File: src/rtl/imem_access_arbiter_if.sv
// Instruction memory access bundle: fetch read port, loader write port,
// boot hold and the byte-lane RAM port.
interface imem_access_arbiter_if #(
  parameter int AW = 9
);
  logic          fetch_req;
  logic [31:0]   fetch_addr;
  logic          fetch_stall;
  logic          fetch_valid;
  logic [31:0]   fetch_rdata;
  logic          fetch_err;
  logic          load_valid;
  logic [31:0]   load_addr;
  logic [31:0]   load_data;
  logic          load_ready;
  logic          load_err;
  logic          load_done;
  logic          core_hold;
  logic          mem_en;
  logic [3:0]    mem_we;
  logic [AW-1:0] mem_addr;
  logic [31:0]   mem_wdata;
  logic [31:0]   mem_rdata;

  modport master (
    input  fetch_req, fetch_addr,
    input  load_valid, load_addr, load_data, load_done,
    input  mem_rdata,
    output fetch_stall, fetch_valid, fetch_rdata, fetch_err,
    output load_ready, load_err, core_hold,
    output mem_en, mem_we, mem_addr, mem_wdata
  );

  modport slave (
    output fetch_req, fetch_addr,
    output load_valid, load_addr, load_data, load_done,
    output mem_rdata,
    input  fetch_stall, fetch_valid, fetch_rdata, fetch_err,
    input  load_ready, load_err, core_hold,
    input  mem_en, mem_we, mem_addr, mem_wdata
  );
endinterface

File: src/rtl/imem_access_arbiter.sv
// Instruction memory port arbiter: boot-time image load, then fetch
// priority with a bounded-starvation grant for loader patch writes.
module imem_access_arbiter #(
  parameter int          MEM_DEPTH  = 2048,
  parameter int          STARVE_MAX = 4,
  parameter logic [31:0] NOP_INSTR  = 32'h0000_0013
) (
  input  logic clk,
  input  logic reset,
  imem_access_arbiter_if.master bus
);
  localparam int AW = $clog2(MEM_DEPTH / 4);
  localparam int CW = $clog2(STARVE_MAX + 1);

  typedef enum logic {
    BOOT,
    RUN
  } state_t;

  state_t        state;
  logic [CW-1:0] starve_cnt;
  logic [31:0]   rdata_q;
  logic          valid_q;
  logic          err_q;
  logic          load_err_q;

  logic fetch_ok;
  logic load_ok;
  logic force_load;
  logic gnt_fetch;
  logic gnt_load;

  function automatic logic addr_ok(input logic [31:0] a);
    return (a[1:0] == 2'b00) && (a < 32'(MEM_DEPTH));
  endfunction

  always_comb begin
    fetch_ok   = addr_ok(bus.fetch_addr);
    load_ok    = addr_ok(bus.load_addr);
    force_load = bus.fetch_req && bus.load_valid
              && (starve_cnt == CW'(STARVE_MAX));
    gnt_fetch  = 1'b0;
    gnt_load   = 1'b0;
    if (!reset) begin
      unique case (state)
        BOOT: gnt_load = bus.load_valid;
        RUN: begin
          gnt_load  = bus.load_valid
                   && (!bus.fetch_req || force_load);
          gnt_fetch = bus.fetch_req && !gnt_load;
        end
        default: ;
      endcase
    end
  end

  always_comb begin
    bus.mem_en    = 1'b0;
    bus.mem_we    = 4'h0;
    bus.mem_addr  = '0;
    bus.mem_wdata = '0;
    unique case (1'b1)
      gnt_load && load_ok: begin
        bus.mem_en    = 1'b1;
        bus.mem_we    = 4'hF;
        bus.mem_addr  = bus.load_addr[AW+1:2];
        bus.mem_wdata = bus.load_data;
      end
      gnt_fetch && fetch_ok: begin
        bus.mem_en   = 1'b1;
        bus.mem_addr = bus.fetch_addr[AW+1:2];
      end
      default: ;
    endcase
  end

  assign bus.fetch_stall = reset || (state == BOOT)
                        || (bus.fetch_req && !gnt_fetch);
  assign bus.load_ready  = gnt_load;
  assign bus.load_err    = load_err_q;
  assign bus.core_hold   = (state == BOOT);
  assign bus.fetch_valid = valid_q;
  assign bus.fetch_err   = err_q;
  // RAM data lands the cycle after the read; hold it once seen.
  assign bus.fetch_rdata = (valid_q && !err_q) ? bus.mem_rdata : rdata_q;

  always_ff @(posedge clk) begin
    if (reset) begin
      state      <= BOOT;
      starve_cnt <= '0;
      rdata_q    <= NOP_INSTR;
      valid_q    <= 1'b0;
      err_q      <= 1'b0;
      load_err_q <= 1'b0;
    end else begin
      if (state == BOOT && bus.load_done)
        state <= RUN;
      valid_q    <= gnt_fetch;
      err_q      <= gnt_fetch && !fetch_ok;
      load_err_q <= gnt_load && !load_ok;
      if (valid_q && !err_q)
        rdata_q <= bus.mem_rdata;
      if (gnt_fetch && !fetch_ok)
        rdata_q <= NOP_INSTR;
      if (state != RUN || !bus.load_valid || gnt_load)
        starve_cnt <= '0;
      else if (gnt_fetch)
        starve_cnt <= starve_cnt + CW'(1);
    end
  end
endmodule
File: src/flat_wrapper.sv
// flat-port wrapper written by rule: the top's interface ports become plain ports
module imem_access_arbiter_flat 
#(
  parameter int          MEM_DEPTH  = 2048,
  parameter int          STARVE_MAX = 4,
  parameter logic [31:0] NOP_INSTR  = 32'h0000_0013
)
  (clk, reset, bus_fetch_req, bus_fetch_addr, bus_load_valid, bus_load_addr, bus_load_data, bus_load_done, bus_mem_rdata, bus_fetch_stall, bus_fetch_valid, bus_fetch_rdata, bus_fetch_err, bus_load_ready, bus_load_err, bus_core_hold, bus_mem_en, bus_mem_we, bus_mem_addr, bus_mem_wdata);
  imem_access_arbiter_if bus_i ();
  input  logic clk;
  input  logic reset;
  input wire logic [$bits(bus_i.fetch_req)-1:0] bus_fetch_req;
  input wire logic [$bits(bus_i.fetch_addr)-1:0] bus_fetch_addr;
  input wire logic [$bits(bus_i.load_valid)-1:0] bus_load_valid;
  input wire logic [$bits(bus_i.load_addr)-1:0] bus_load_addr;
  input wire logic [$bits(bus_i.load_data)-1:0] bus_load_data;
  input wire logic [$bits(bus_i.load_done)-1:0] bus_load_done;
  input wire logic [$bits(bus_i.mem_rdata)-1:0] bus_mem_rdata;
  output wire logic [$bits(bus_i.fetch_stall)-1:0] bus_fetch_stall;
  output wire logic [$bits(bus_i.fetch_valid)-1:0] bus_fetch_valid;
  output wire logic [$bits(bus_i.fetch_rdata)-1:0] bus_fetch_rdata;
  output wire logic [$bits(bus_i.fetch_err)-1:0] bus_fetch_err;
  output wire logic [$bits(bus_i.load_ready)-1:0] bus_load_ready;
  output wire logic [$bits(bus_i.load_err)-1:0] bus_load_err;
  output wire logic [$bits(bus_i.core_hold)-1:0] bus_core_hold;
  output wire logic [$bits(bus_i.mem_en)-1:0] bus_mem_en;
  output wire logic [$bits(bus_i.mem_we)-1:0] bus_mem_we;
  output wire logic [$bits(bus_i.mem_addr)-1:0] bus_mem_addr;
  output wire logic [$bits(bus_i.mem_wdata)-1:0] bus_mem_wdata;
  assign bus_i.fetch_req = bus_fetch_req;
  assign bus_i.fetch_addr = bus_fetch_addr;
  assign bus_i.load_valid = bus_load_valid;
  assign bus_i.load_addr = bus_load_addr;
  assign bus_i.load_data = bus_load_data;
  assign bus_i.load_done = bus_load_done;
  assign bus_i.mem_rdata = bus_mem_rdata;
  assign bus_fetch_stall = bus_i.fetch_stall;
  assign bus_fetch_valid = bus_i.fetch_valid;
  assign bus_fetch_rdata = bus_i.fetch_rdata;
  assign bus_fetch_err = bus_i.fetch_err;
  assign bus_load_ready = bus_i.load_ready;
  assign bus_load_err = bus_i.load_err;
  assign bus_core_hold = bus_i.core_hold;
  assign bus_mem_en = bus_i.mem_en;
  assign bus_mem_we = bus_i.mem_we;
  assign bus_mem_addr = bus_i.mem_addr;
  assign bus_mem_wdata = bus_i.mem_wdata;
  imem_access_arbiter #(.MEM_DEPTH(MEM_DEPTH), .STARVE_MAX(STARVE_MAX), .NOP_INSTR(NOP_INSTR)) u_core (.clk(clk), .reset(reset), .bus(bus_i));
endmodule
File: config.mk
export PLATFORM = sky130hd
export DESIGN_NAME = imem_access_arbiter_flat
export DESIGN_NICKNAME = d
export VERILOG_FILES = /design/src/rtl/imem_access_arbiter_if.sv /design/src/rtl/imem_access_arbiter.sv /design/src/flat_wrapper.sv
export SDC_FILE = /design/constraint.sdc
export NUM_CORES = 1
export LEC_CHECK = 0
export CAP_MARGIN = 30
export CORE_MARGIN = 1
export CORE_UTILIZATION = 26
export CTS_CLUSTER_SIZE = 14
export DETAILED_ROUTE_END_ITERATION = 8
export GPL_TIMING_DRIVEN = 0
export HOLD_SLACK_MARGIN = 0.06
export PLACE_DENSITY = 0.86
export SKIP_LAST_GASP = 1
export SLEW_MARGIN = 20
export SYNTH_ARGS = -nofsm -noshare
export SYNTH_HDL_FRONTEND = slang
export SYNTH_SLANG_ARGS = --single-unit
File: constraint.sdc
create_clock -name clk -period 2.1 [get_ports clk]
set_clock_uncertainty 0.2 [all_clocks]
set_input_delay 0.42 -clock clk [delete_from_list [all_inputs] [get_ports clk]]
set_output_delay 0.42 -clock clk [all_outputs]
set_load 0.005 [all_outputs]
---- Yosys cells after proc, flatten, opt, wreduce, memory -nomap -nowiden ----
Index checks and enable logic that the tools add are counted.
word-level totals
  register bits after elaboration ......... 39
  output and inout bits ................... 84
operators by class
  add/subtract/negate cells ............... 1
  $lt $le $gt $ge ......................... 2
  equality and inequality tests ........... 1
  multiplexer cells ....................... 9
  bitwise logic cells ..................... 1
  reductions and logical operators ........ 30
operator list
  cell                                                           number
  less-than comparator 32 x 12 -> 1 bit (second input constant)  2
  two-way mux 32 bit                                             2
  case mux 9 bit (2 select lines)                                1
  logical AND 1 bit                                              13
  logical NOT 1 bit                                              7
  OR reduction 2 bit                                             3
  logical OR 1 bit                                               5
  logical NOT 2 bit                                              2
  two-way mux 1 bit                                              4
  two-way mux 4 bit                                              1
  adder 3 x 1 -> 3 bit (second input constant)                   1
  equality test 3 bit (second input constant)                    1
  case mux 1 bit (2 select lines)                                1
  inverter 1 bit                                                 1

---- Depth between registers and ports, before layout ----
Gate-level depths: netlist of the first run.
  word-level depth ........................ 11
  gate-level depth with buffers ........... 8
  depth with buffers taken out ............ 7

---- Worst setup path after synthesis of the first run ----
Ideal clock, no wire load.
  path type ............................... reg2out
  from .................................... register u_core.starve_cnt[0]
  to ...................................... output port bus_mem_addr[0]
  arrival ................................. 1.453 ns
  slack ................................... 0.027 ns
  cell stages (with the launch flop) ...... 8
  buffers on the path ..................... 1
  cell sequence ........................... dfxtp_1 -> inv_1 -> ha_1 -> and3_1 -> nor3_2 -> clkbuf_1 -> nand2_1 -> o22ai_1
on the way
  cells in the longest elaborated chain, start to end .. 10
  elaborated cells on any way between the ends .. 13
  those cells by class .................... eq/ne (1); mux (5); reduce/logical (7)
ends and longest elaborated chain
  what                                 line                        text
  start, declared                      imem_access_arbiter.sv:21   logic [CW-1:0] starve_cnt;
  start signal, assigned               imem_access_arbiter.sv:108  starve_cnt <= starve_cnt + CW'(1);
  equality test 3 bit (*)              imem_access_arbiter.sv:41   && (starve_cnt == CW'(STARVE_MAX));
  logical AND 1 bit (*)                imem_access_arbiter.sv:41
  logical OR 1 bit (*)                 imem_access_arbiter.sv:49   && (!bus.fetch_req || force_load);
  logical AND 1 bit (*)                imem_access_arbiter.sv:49
  logical NOT 1 bit                    imem_access_arbiter.sv:50   gnt_fetch = bus.fetch_req && !gnt_load;
  logical AND 1 bit                    imem_access_arbiter.sv:50
  two-way mux 1 bit                    imem_access_arbiter.sv:45   unique case (state)
  two-way mux 1 bit                    imem_access_arbiter.sv:44   if (!reset) begin
  logical AND 1 bit                    imem_access_arbiter.sv:69   gnt_fetch && fetch_ok: begin
  case mux 9 bit (2 select lines) (*)  imem_access_arbiter.sv:62   unique case (1'b1)
  end, declared                        flat_wrapper.sv:28          output wire logic [$bits(bus_i.mem_addr)-1:0] bus_mem_addr;
Mark *: on every way between the ends. The rest lies on a longest branch, timed or not.

---- Worst setup path in the final report of the first run ----
  from .................................... input port bus_load_addr[30]
  to ...................................... output port bus_mem_wdata[27]
on the way
  cells in the longest elaborated chain, start to end .. 4
ends and longest elaborated chain
  what                                   line                       text
  start, declared                        flat_wrapper.sv:15         input wire logic [$bits(bus_i.load_addr)-1:0] bus_load_addr;
  less-than comparator 32 x 12 -> 1 bit  imem_access_arbiter.sv:34  return (a[1:0] == 2'b00) && (a < 32'(MEM_DEPTH));
  logical AND 1 bit                      imem_access_arbiter.sv:34
  logical AND 1 bit                      imem_access_arbiter.sv:63  gnt_load && load_ok: begin
  two-way mux 32 bit                     imem_access_arbiter.sv:62
  end, declared                          flat_wrapper.sv:29         output wire logic [$bits(bus_i.mem_wdata)-1:0] bus_mem_wdata;
No other way between the ends.

==> summary.txt, run 1 <==
Timing
  • TNS Setup: -19270 ps
  • RSZ-0062 raised after global routing: true
  • Worst Hold Slack: ~320 ps
  • Max Slew Vio Count: 0
  • Fin crit share: 118%
  • Hold Fails Final Rpt: 0
  • Fmax: between 400 and 500 MHz
  • Worst slew margin: 76.5%
  • Min cycle time layout: between 2000 and 2500 ps
  • Least-Margin Pin Slew: approximately 350 ps
  • # setup viols final: 92
  • Final WS setup: -386 ps

Global routing
  • First-pass GRT wire length: between 10000 and 15000 um
  • Initial antenna violation count: 0
  • Vias in the first global route: around 2900
  • GRT Residual Overflow: 0
  • Largest net degree at the start of global routing: 13
  • GRT Util Overall: 21.9%

Clocking
  • Clock Path Buffers: 2
  • CTS Root Cell: clkbuf_8
  • Total CTS buffers: 5
  • Clk sinks: 39
  • Clk slew on worst S/H paths: 70 ps
  • Worst skew pair latency: between 200 and 300 ps
  • Max H-tree Level: 2
  • CTS tree: done
  • Hold bufs inserted after CTS: 0

Placement
  • Pre-CTS setup slack: -1230 ps
  • Dpl hpwl: around 6400 um
  • Port Buffers: approximately 220
  • Placed Cells incl. Taps: about 540
  • GP Congestion: a little under 0.8

Setup path
  • Crit path DAT: ~1900 ps
  • CP cell instances: buf_6, nor4_4, nand4_1, nor3_4, buf_12, buf_12, buf_6, and2_4, buf_6
  • Critical path's most frequent cell: buf_6
  • Worst path slowest cell: nor4_4
  • Startpoint types: input port
  • Maximum fanout along the worst path: 8
  • Crit. End Element: primary output
  • Critical path class: input port to primary output
  • WP buf/inv: 5
  • CP required: about 1500 ps
  • Max incr delay on CP: 290 ps
  • Crit-path leading delay family: simple AND/OR/NAND/NOR gates

Synth
  • Net count after synthesis: around 360
  • Largest area contributor in the netlist: dfxtp_1
  • Cells after Synth: around 230
  • Synth cell types: 28
  • Syn avg cell area: slightly above 9 um2
  • FFs w/ async S/R, synth: 0%
  • Synth area leaders: dfxtp_1, mux2_2, nor2b_1
  • #FFs+latches synth: 39
  • Synth warn: 0
  • Area of the mapped netlist: between 2000 and 2500 um2
  • Most used DFF post-synth: dfxtp_1
  • Synth top area share: between 30% and 40%
  • Number of synthesized flops with an enable pin: 0
  • Sequential element share of the synthesized area: between 30% and 40%

Floorplanning
  • Die height: approximately 90 um
  • Die width: about 90 um
  • Core area: 7770 um2
  • Die area: about 8400 um2
  • Starting Density: 27.0%
  • Num rows: 32
  • I/O pin count: around 220

Min path
  • Hold crit path type: register to register

Routing
  • Initial DRC count: 56
  • Routed len/inst: between 15 and 20 um
  • Drc violations: 0
  • Vias per inst: 4.54
  • Routed wire length: 9850 um
  • Detailed-route via count: around 2700
  • DRT antenna net count: 0
  • Drt pass-1 iters: 4

Power
  • Switching Fraction: between 20% and 30%
  • Pint: between 1500 and 2000 uW
  • LEAKAGE: 0.00242 uW
  • Sequential share of power: roughly two fifths
  • Clock power share: 33.6%
  • PwrDens: 365 nW/um2
  • VDD IR max: 0.328 mV
  • Logic pwr share: a little over a quarter
  • Sw Pwr: ~440 uW

Run status
  • Run status: complete, but fails checks
  • Violated checks: negative setup slack

Finish
  • Commonest non-fill, non-tap cell in the layout: clkdlybuf4s50_1
  • Area delta synth->final: 154%
  • Antenna Diode Count: 0
  • Final std cells w/o fill: 590
  • Commonest non-fill, non-tap cells in the layout: clkdlybuf4s50_1, buf_6, dfxtp_1
  • Final nets: slightly above 600
  • Layout cells sized above 1: ~55%

Flow run
  • Max-Cap Viols: 0
[tightest hold or removal path: cells and delay by family, from the launching register on]
family	cells	cell delay (ps)
buf+inv	1	110
flops	1	340
simple gates	1	40
[timing repair]
action                     in CTS  in global routing
cloned                          6                  1
setup buffers                  36                 10
setup endpoints to repair      80                109
pin swaps                      40                 21
gates resized for setup       554                 93
[per-layer routing]
metal	track usage (%)	share of wire, %
met5	0	0
met4	6.38	2.1
met3	5.06	7.0
met2	41.5	53
met1	24.1	38
[registers in the layout, indices dropped and copies added (netlist names)]
name                    cells
u_core.bus.fetch_err        1
u_core.starve_cnt           3
u_core.rdata_q             32
u_core.bus.fetch_valid      1
u_core.state                1
u_core.bus.load_err         1
[final cells by class]
cell class	count	area, um2
sequential	39	785
buffer	12	141
tap	102	128
fill	580	2440
multi-input combinational	165	1590
inverter	5	21.3
clock buffer	6	82.6
timing repair buffer	259	2540
clock inverter	2	35.0
[final timing paths]
| check | startpoint | endpoint | slack, ps | cells after the start |
|---|---|---|---|---|
| max | bus_load_addr[30] | bus_mem_wdata[27] | -390 | 9 |
| min | u_core.starve_cnt[0] | u_core.starve_cnt[0] | 320 | 2 |
| max reg2reg | u_core.starve_cnt[1] | u_core.rdata_q[4] | 190 | 8 |
| min reg2reg | u_core.starve_cnt[0] | u_core.starve_cnt[0] | 320 | 2 |
[logic make-up (layout without fill, tap and decap cells)]
logic type / count (synthesis) / after routing / synth area share (%)
and+or+nand+nor: 117 / 117 / 33.3
DFF: 39 / 39 / 37.2
muxes: 32 / 32 / 17.2
buffers and inverters: 22 / 284 / 6.62
AOI/OAI and AO/OA: 13 / 13 / 4.11
adders and majority gates: 2 / 2 / 1.19
xor gates and xnor gates: 1 / 1 / 0.417
[Yosys cell counts, types with 3 or more instances]
master and number:
buf_4 3, buf_6 5, dfxtp_1 39, nand2_1 21
inv_1 5, or2_1 4, clkbuf_1 3, and2_2 12
nor2_1 5, mux2_2 32, and2_1 23, o22ai_1 10
nor2b_1 30, nor4_1 10, buf_2 6
[metrics by stage]
step / util, % / total power [uW] / instance area, um2
after global placement: 56.5 / 1200 / 4390
after detailed placement: 56.5 / 1210 / 4390
after floorplan: - / 878 / 2100
after global routing: 68.6 / 2020 / 5330
final: 68.6 / 1940 / 5330
after CTS: 68.0 / 1930 / 5290
[power by group through the flow]
stage,clock network [uW],registers [uW],logic (uW)
after floorplan,0,780,97.9
after global placement,0,781,420
after detailed placement,0,782,427
after CTS,668,766,499
after global routing,698,769,552
final,654,767,524
No activity file was read; power rests on OpenSTA's default activity.
==> inputs of run 2 (changes only) <==
--- a/config.mk
+++ b/config.mk
@@ -14,7 +14,7 @@
 export HOLD_SLACK_MARGIN = 0.06
 export PLACE_DENSITY = 0.86
 export SKIP_LAST_GASP = 1
-export SLEW_MARGIN = 20
+export SLEW_MARGIN = 0
 export SYNTH_ARGS = -nofsm -noshare
 export SYNTH_HDL_FRONTEND = slang
 export SYNTH_SLANG_ARGS = --single-unit
==> results of run 2 <==
Same layout as run 1: the final DEF is identical, and so are final timing and power.
==> inputs of run 3 (changes only) <==
--- a/config.mk
+++ b/config.mk
@@ -10,7 +10,6 @@
 export CORE_UTILIZATION = 26
 export CTS_CLUSTER_SIZE = 14
 export DETAILED_ROUTE_END_ITERATION = 8
-export GPL_TIMING_DRIVEN = 0
 export HOLD_SLACK_MARGIN = 0.06
 export PLACE_DENSITY = 0.86
 export SKIP_LAST_GASP = 1
==> run 3 against run 2 <==
- sequential power hardly changed
- global-route usage is 2.4 points higher
- first-iteration DRC count is 110% higher
- power is 0.18% lower
- worst hold slack worse by 12 ps
- sequential cell count stayed put
- via count is 5.5% higher
- the run still ends with negative setup slack left
- maximum frequency is 3.5% lower
- die area stayed put
==> summary.txt, run 3 (synthesized netlist as in run 1, its figures left out) <==
Routing
  • Routed len/inst: 18.1 um (+8.7%)
  • Vias per inst: 4.63 (+2.0%)
  • DRT antenna net count: 0 (unchanged)
  • Drt pass-1 iters: 4 (unchanged)
  • Routed wire length: 11100 um (+12%)
  • Initial DRC count: 117 (+110%)
  • Drc violations: 0 (unchanged)
  • Detailed-route via count: 2822 (+5.5%)

Floorplanning
  • Die area: 8430 um2 (unchanged)
  • Die height: 91.8 um (unchanged)
  • Starting Density: 27.0% (unchanged)
  • Core area: 7770 um2 (unchanged)
  • Num rows: 32 (unchanged)
  • Die width: 91.8 um (unchanged)
  • I/O pin count: 217 (unchanged)

Global routing
  • Initial antenna violation count: 1 (+1)
  • Largest net degree at the start of global routing: 14 (+1)
  • GRT Residual Overflow: 0 (unchanged)
  • Vias in the first global route: 3092 (+7.2%)
  • GRT Util Overall: 24.3% (+2.4 points)
  • First-pass GRT wire length: 15700 um (+8.6%)

Run status
  • Violated checks: negative setup slack
  • Run status: complete, but fails checks

Timing
  • Fmax: 388 MHz (-3.5%)
  • Worst slew margin: 77.9% (+1.4 points)
  • Fin crit share: 123% (+4.3 points)
  • Max Slew Vio Count: 0 (unchanged)
  • TNS Setup: -20350 ps (-1080 ps)
  • Final WS setup: -476 ps (-89.8 ps)
  • Worst Hold Slack: 308 ps (-11.9 ps)
  • # setup viols final: 79 (-14%)
  • Least-Margin Pin Slew: 326 ps (-21.3 ps)
  • RSZ-0062 raised after global routing: true
  • Hold Fails Final Rpt: 0 (unchanged)
  • Min cycle time layout: 2580 ps (+89.8 ps)

Setup path
  • Startpoint types: input port
  • Critical R2R Capture: u_core.rdata_q[21]
  • FF-to-FF Start: u_core.starve_cnt[1]
  • Reg2Reg Setup Slack: 110 ps (-80 ps)
  • CP endpoint: bus_mem_wdata[2]
  • Crit. End Element: primary output
  • Critical path class: input port to primary output
  • R2R depth: 8 (unchanged)
  • CP required: 1480 ps (about the same)
  • Crit path from: bus_load_addr[31]
  • Crit path DAT: 1960 ps (+90 ps)
  • Maximum fanout along the worst path: 6 (-2)

Finish
  • Fill count: 542 (-6.6%)
  • Most flop-heavy register: u_core.rdata_q
  • Layout cells sized above 1: 57.8% (+2.7 points)
  • Max reg flops: 32 (unchanged)
  • Biggest regs: u_core.rdata_q (32), u_core.starve_cnt (3)
  • Fin area: 5560 um2 (+4.4%)
  • Commonest non-fill, non-tap cell in the layout: buf_6
  • Final std cells w/o fill: 610 (+3.4%)
  • Final nets: 641 (+3.1%)
  • Commonest non-fill, non-tap cells in the layout: buf_6, clkdlybuf4s50_1, dfxtp_1
  • Area delta synth->final: 165%
  • Final core occ: 71.6% (+3.0 points)

Clocking
  • CTS tree: done
  • Worst skew pair latency: 280 ps (about the same)
  • Max H-tree Level: 2 (unchanged)
  • Clk sinks: 39 (unchanged)
  • Clock Path Buffers: 2 (unchanged)
  • Total CTS buffers: 5 (unchanged)
  • Clk slew on worst S/H paths: 70 ps (about the same)
  • CTS Root Cell: clkbuf_8

Min path
  • Hold crit path type: register to register
  • HP Start: u_core.starve_cnt[0]

Flow run
  • Max-Cap Viols: 0 (unchanged)

Power
  • LEAKAGE: 0.00253 uW (+4.6%)
  • VDD IR max: 0.296 mV (-9.6%)
  • PwrDens: 349 nW/um2 (-4.4%)

Placement
  • Port Buffers: 216 (unchanged)
  • GP Congestion: 0.771 (-2.7%)
  • Dpl hpwl: 6440 um (about the same)
  • Placed Area: 4480 um2 (+2.1%)
  • Placed Cells incl. Taps: 550 (+1.1%)
==> run 3: changes by cell type in the layout (fill, tap and decap cells not counted), moves of 3 or more <==
cell	change
clkbuf_2	-3
buf_6	+24
and2_2	-3
and2_4	+5
clkbuf_8	-3
nand2_4	-3
dlygate4sd2_1	-5
==> run 3: critical path, stage by stage <==
cell     delay, ps
buf_8          100
nor4_4         290
nand4_1        160
buf_6          160
nor3_4         180
buf_6          130
buf_6          100
buf_12         100
buf_6           90
and2_4         130
buf_6           90
==> run 3: layout make-up <==
cell class                 count  area (um2)  share of cell area, %
multi-input combinational    166        1590                   28.6
clock inverter                 3        43.8                  0.787
antenna                        1        2.50                 0.0450
inverter                       5        21.3                  0.382
timing repair buffer         289        2920                   52.5
tap                          102         128                   2.29
clock buffer                   5        68.8                   1.24
sequential                    39         786                   14.1
==> run 3: timing repair <==
item | in CTS | in global routing
pin swaps | 57 | 16
resized for setup | 589 | 81
buffers inserted | 44 | 6
endpoints found under the setup margin | 81 | 79
gates cloned | 9 | 0
hold buffers | 0 | 0
==> run 3: worst min-delay path by stage <==
stage	to	slack (ps)	depth (start not counted)
after global placement	u_core.starve_cnt[0]	300	2
final	u_core.starve_cnt[0]	310	2
after detailed placement	u_core.starve_cnt[0]	310	2
after global routing	u_core.starve_cnt[0]	330	2
after floorplan	u_core.starve_cnt[0]	220	1
after CTS	u_core.starve_cnt[0]	310	2
==> run 3: routing by layer <==
layer	global-route usage, %	share of wire (%)
met5	0	0
met4	10.5	4.6
met3	4.98	6.8
met2	48.1	53
met1	24.2	35
==> run 3: metrics by stage <==
| step | power (uW) | setup WS (ps) |
|---|---|---|
| 6_report | 1940 | -476 |
| 5_1_grt | 2010 | -546 |
| 3_5_place_dp | 1230 | -1160 |
| 2_1_floorplan | 878 | 26.9 |
| 3_3_place_gp | 1220 | -1170 |
| 4_1_cts | 1920 | -446 |
==> run 3: power by group <==
part	switching [uW]	internal, uW	leakage (uW)
registers	7.34	759	0.000318
clock network	269	354	0.0000581
logic	175	376	0.00216
total	452	1490	0.00253
==> edit, RTL diff (config.mk and constraints of run 3) <==
Reset style: asynchronous (`reset`), changed in one clocked block.
--- a/src/rtl/imem_access_arbiter.sv
+++ b/src/rtl/imem_access_arbiter.sv
@@ -85,5 +85,5 @@
   assign bus.fetch_rdata = (valid_q && !err_q) ? bus.mem_rdata : rdata_q;
 
-  always_ff @(posedge clk) begin
+  always_ff @(posedge clk or posedge reset) begin
     if (reset) begin
       state      <= BOOT;
Check against the original RTL: differs if reset is asserted again (counterexample within 4 cycles, from zero or initial values and one cycle with reset high); with reset held inactive, the same outputs for 10 cycles.
==> edit against run 3 <==
- the flow still finishes with violations (negative setup slack)
- via count fell by 1.1%
- non-clock buffer count fell by 8
- synthesized area grew 11%
- synthesized cell count fell by 3.1%
- routed wire length shrank 12%
- worst hold slack got worse by 0.25 ns
- cell area shrank 1.3%
- worst setup slack worse by 0.14 ns
- sequential share of layout area is 3.7 points higher
- sequential cell count did not move
- total power grew 17%
- critical path type unchanged
==> edit: results (changes against run 3) <==
Final layout
  • Layout cell share with drive strength beyond 1: 0.4551 (-0.1228)
  • Nets: 624 (-2.7%)
  • Filler Cell Count: 705 (+30%)
  • Number of diodes: 0 (-1)
  • Final non-filler cell total: 598 (-2.0%)

Yosys
  • Area contributors post-synth: dfrtp_1, mux2_2, and2_1, o21a_1, a32o_1
  • Yosys cell types: 29 (+3.6%)
  • Asr flop ratio synth: 1.000 (+1.000)
  • Post-synth top cells: and2_1, dfrtp_1, mux2_2
  • Post-Synthesis Cells: 219 (-3.1%)
  • Top_reg_cell synth: dfrtp_1

Detailed routing
  • Total wire length: 9682 um (-12%)
  • M1 WL: 3736 um (-4.4%)
  • Vias per inst: 4.669 (+0.92%)
  • Starting DRT DRC Count: 53 (-55%)

Global route
  • Largest net degree at the start of global routing: 40 (+26)
  • First-pass GRT wire length: 13630 um (-13%)
  • M2 GR Usage: 0.3404 (-0.1402)
  • GR Util All Layers: 0.1931 (-0.04988)
  • Antenna violations before repair: 0 (-1)
  • Met3 Track Usage GR: 0.04069 (-0.009063)
  • Vias in the first global route: 2764 (-11%)

Worst setup path
  • Reg2Reg Setup Slack: 0.29 ns (+0.18 ns)
  • Worst Setup EP: bus_mem_wdata[26]
  • CP Max Fanout: 9 (+3)
  • Crit-path slowest cell: clkdlybuf4s50_1
  • CP arrival: 2.10 ns (+0.14 ns)
  • Worst flop-to-flop path endpoint: u_core.rdata_q[1]
  • Worst Reg-to-Reg Cells: 6 (-2)

Worst hold path
  • Hold WC Path Type: in -> async

STA
  • Setup ws final: -0.6151 ns (-0.1392 ns)
  • # setup viols final: 79 (unchanged)
  • Slew Limit Headroom: 0.7986 (+0.01924)

Status
  • Status: complete, but fails checks
  • Failing checks: negative setup slack

Placement
  • Detailed-placement wirelength estimate: 6689 um (+3.8%)

Power and ir drop
  • Sw Ratio: 0.2280 (-0.004842)
  • Pleak: 2.830 nW (+12%)
==> edit: cell types whose count changed in the layout (fill, tap and decap cells not counted), sizes merged, moves of 6 or more <==
cell / change
buf: -57
dfxtp: -39
dfrtp: +36
o21a: +29
nor2b: -28
clkbuf: +25
dlymetal6s2s: +24
nand2: -18
o22ai: -10
a32o: +9
and2: +6
==> edit: stage by stage <==
| stage | area [sq um] | hold WS, ns |
|---|---|---|
| 4_1_cts | 5291 | 0.3575 |
| 5_1_grt | 5490 | 0.07257 |
| 3_5_place_dp | 4737 | 0.3867 |
| 3_3_place_gp | 4737 | 0.3823 |
| 6_report | 5490 | 0.05480 |
| 2_1_floorplan | 2325 | 0.2998 |
==> edit: worst reg2reg max path, cell delays in order, from the launching register on <==
cell      delay, ns
dfrtp_1        0.39
nand2b_4       0.18
buf_6          0.13
buf_8          0.13
buf_6          0.12
mux2_4         0.30
or2_2          0.30
==> edit: cell type report <==
cell class,instances,area share
clock buffer,7,0.01390
clock inverter,1,0.005469
inverter,8,0.005925
multi-input combinational,154,0.2630
sequential,39,0.1784
tap,108,0.02461
timing repair buffer,281,0.5087
==> edit: what timing repair did <==
item / in CTS / in global routing
buffers inserted: 27 / 16
setup endpoints to repair: 80 / 93
resized for setup: 309 / 179
pin swaps: 11 / 35
gates cloned: 5 / 1
==> edit: kinds of logic (layout without fill, tap and decap cells) <==
| logic type | count (synthesis) | in the layout | share of synthesized area |
|---|---|---|---|
| simple gates | 76 | 76 | 0.1986 |
| compound gates | 41 | 41 | 0.1421 |
| flops | 39 | 39 | 0.4214 |
| mux | 33 | 33 | 0.1593 |
| buf+inv | 26 | 297 | 0.06028 |
| fa+ha+maj | 2 | 2 | 0.01076 |
| xor+xnor | 2 | 2 | 0.007536 |
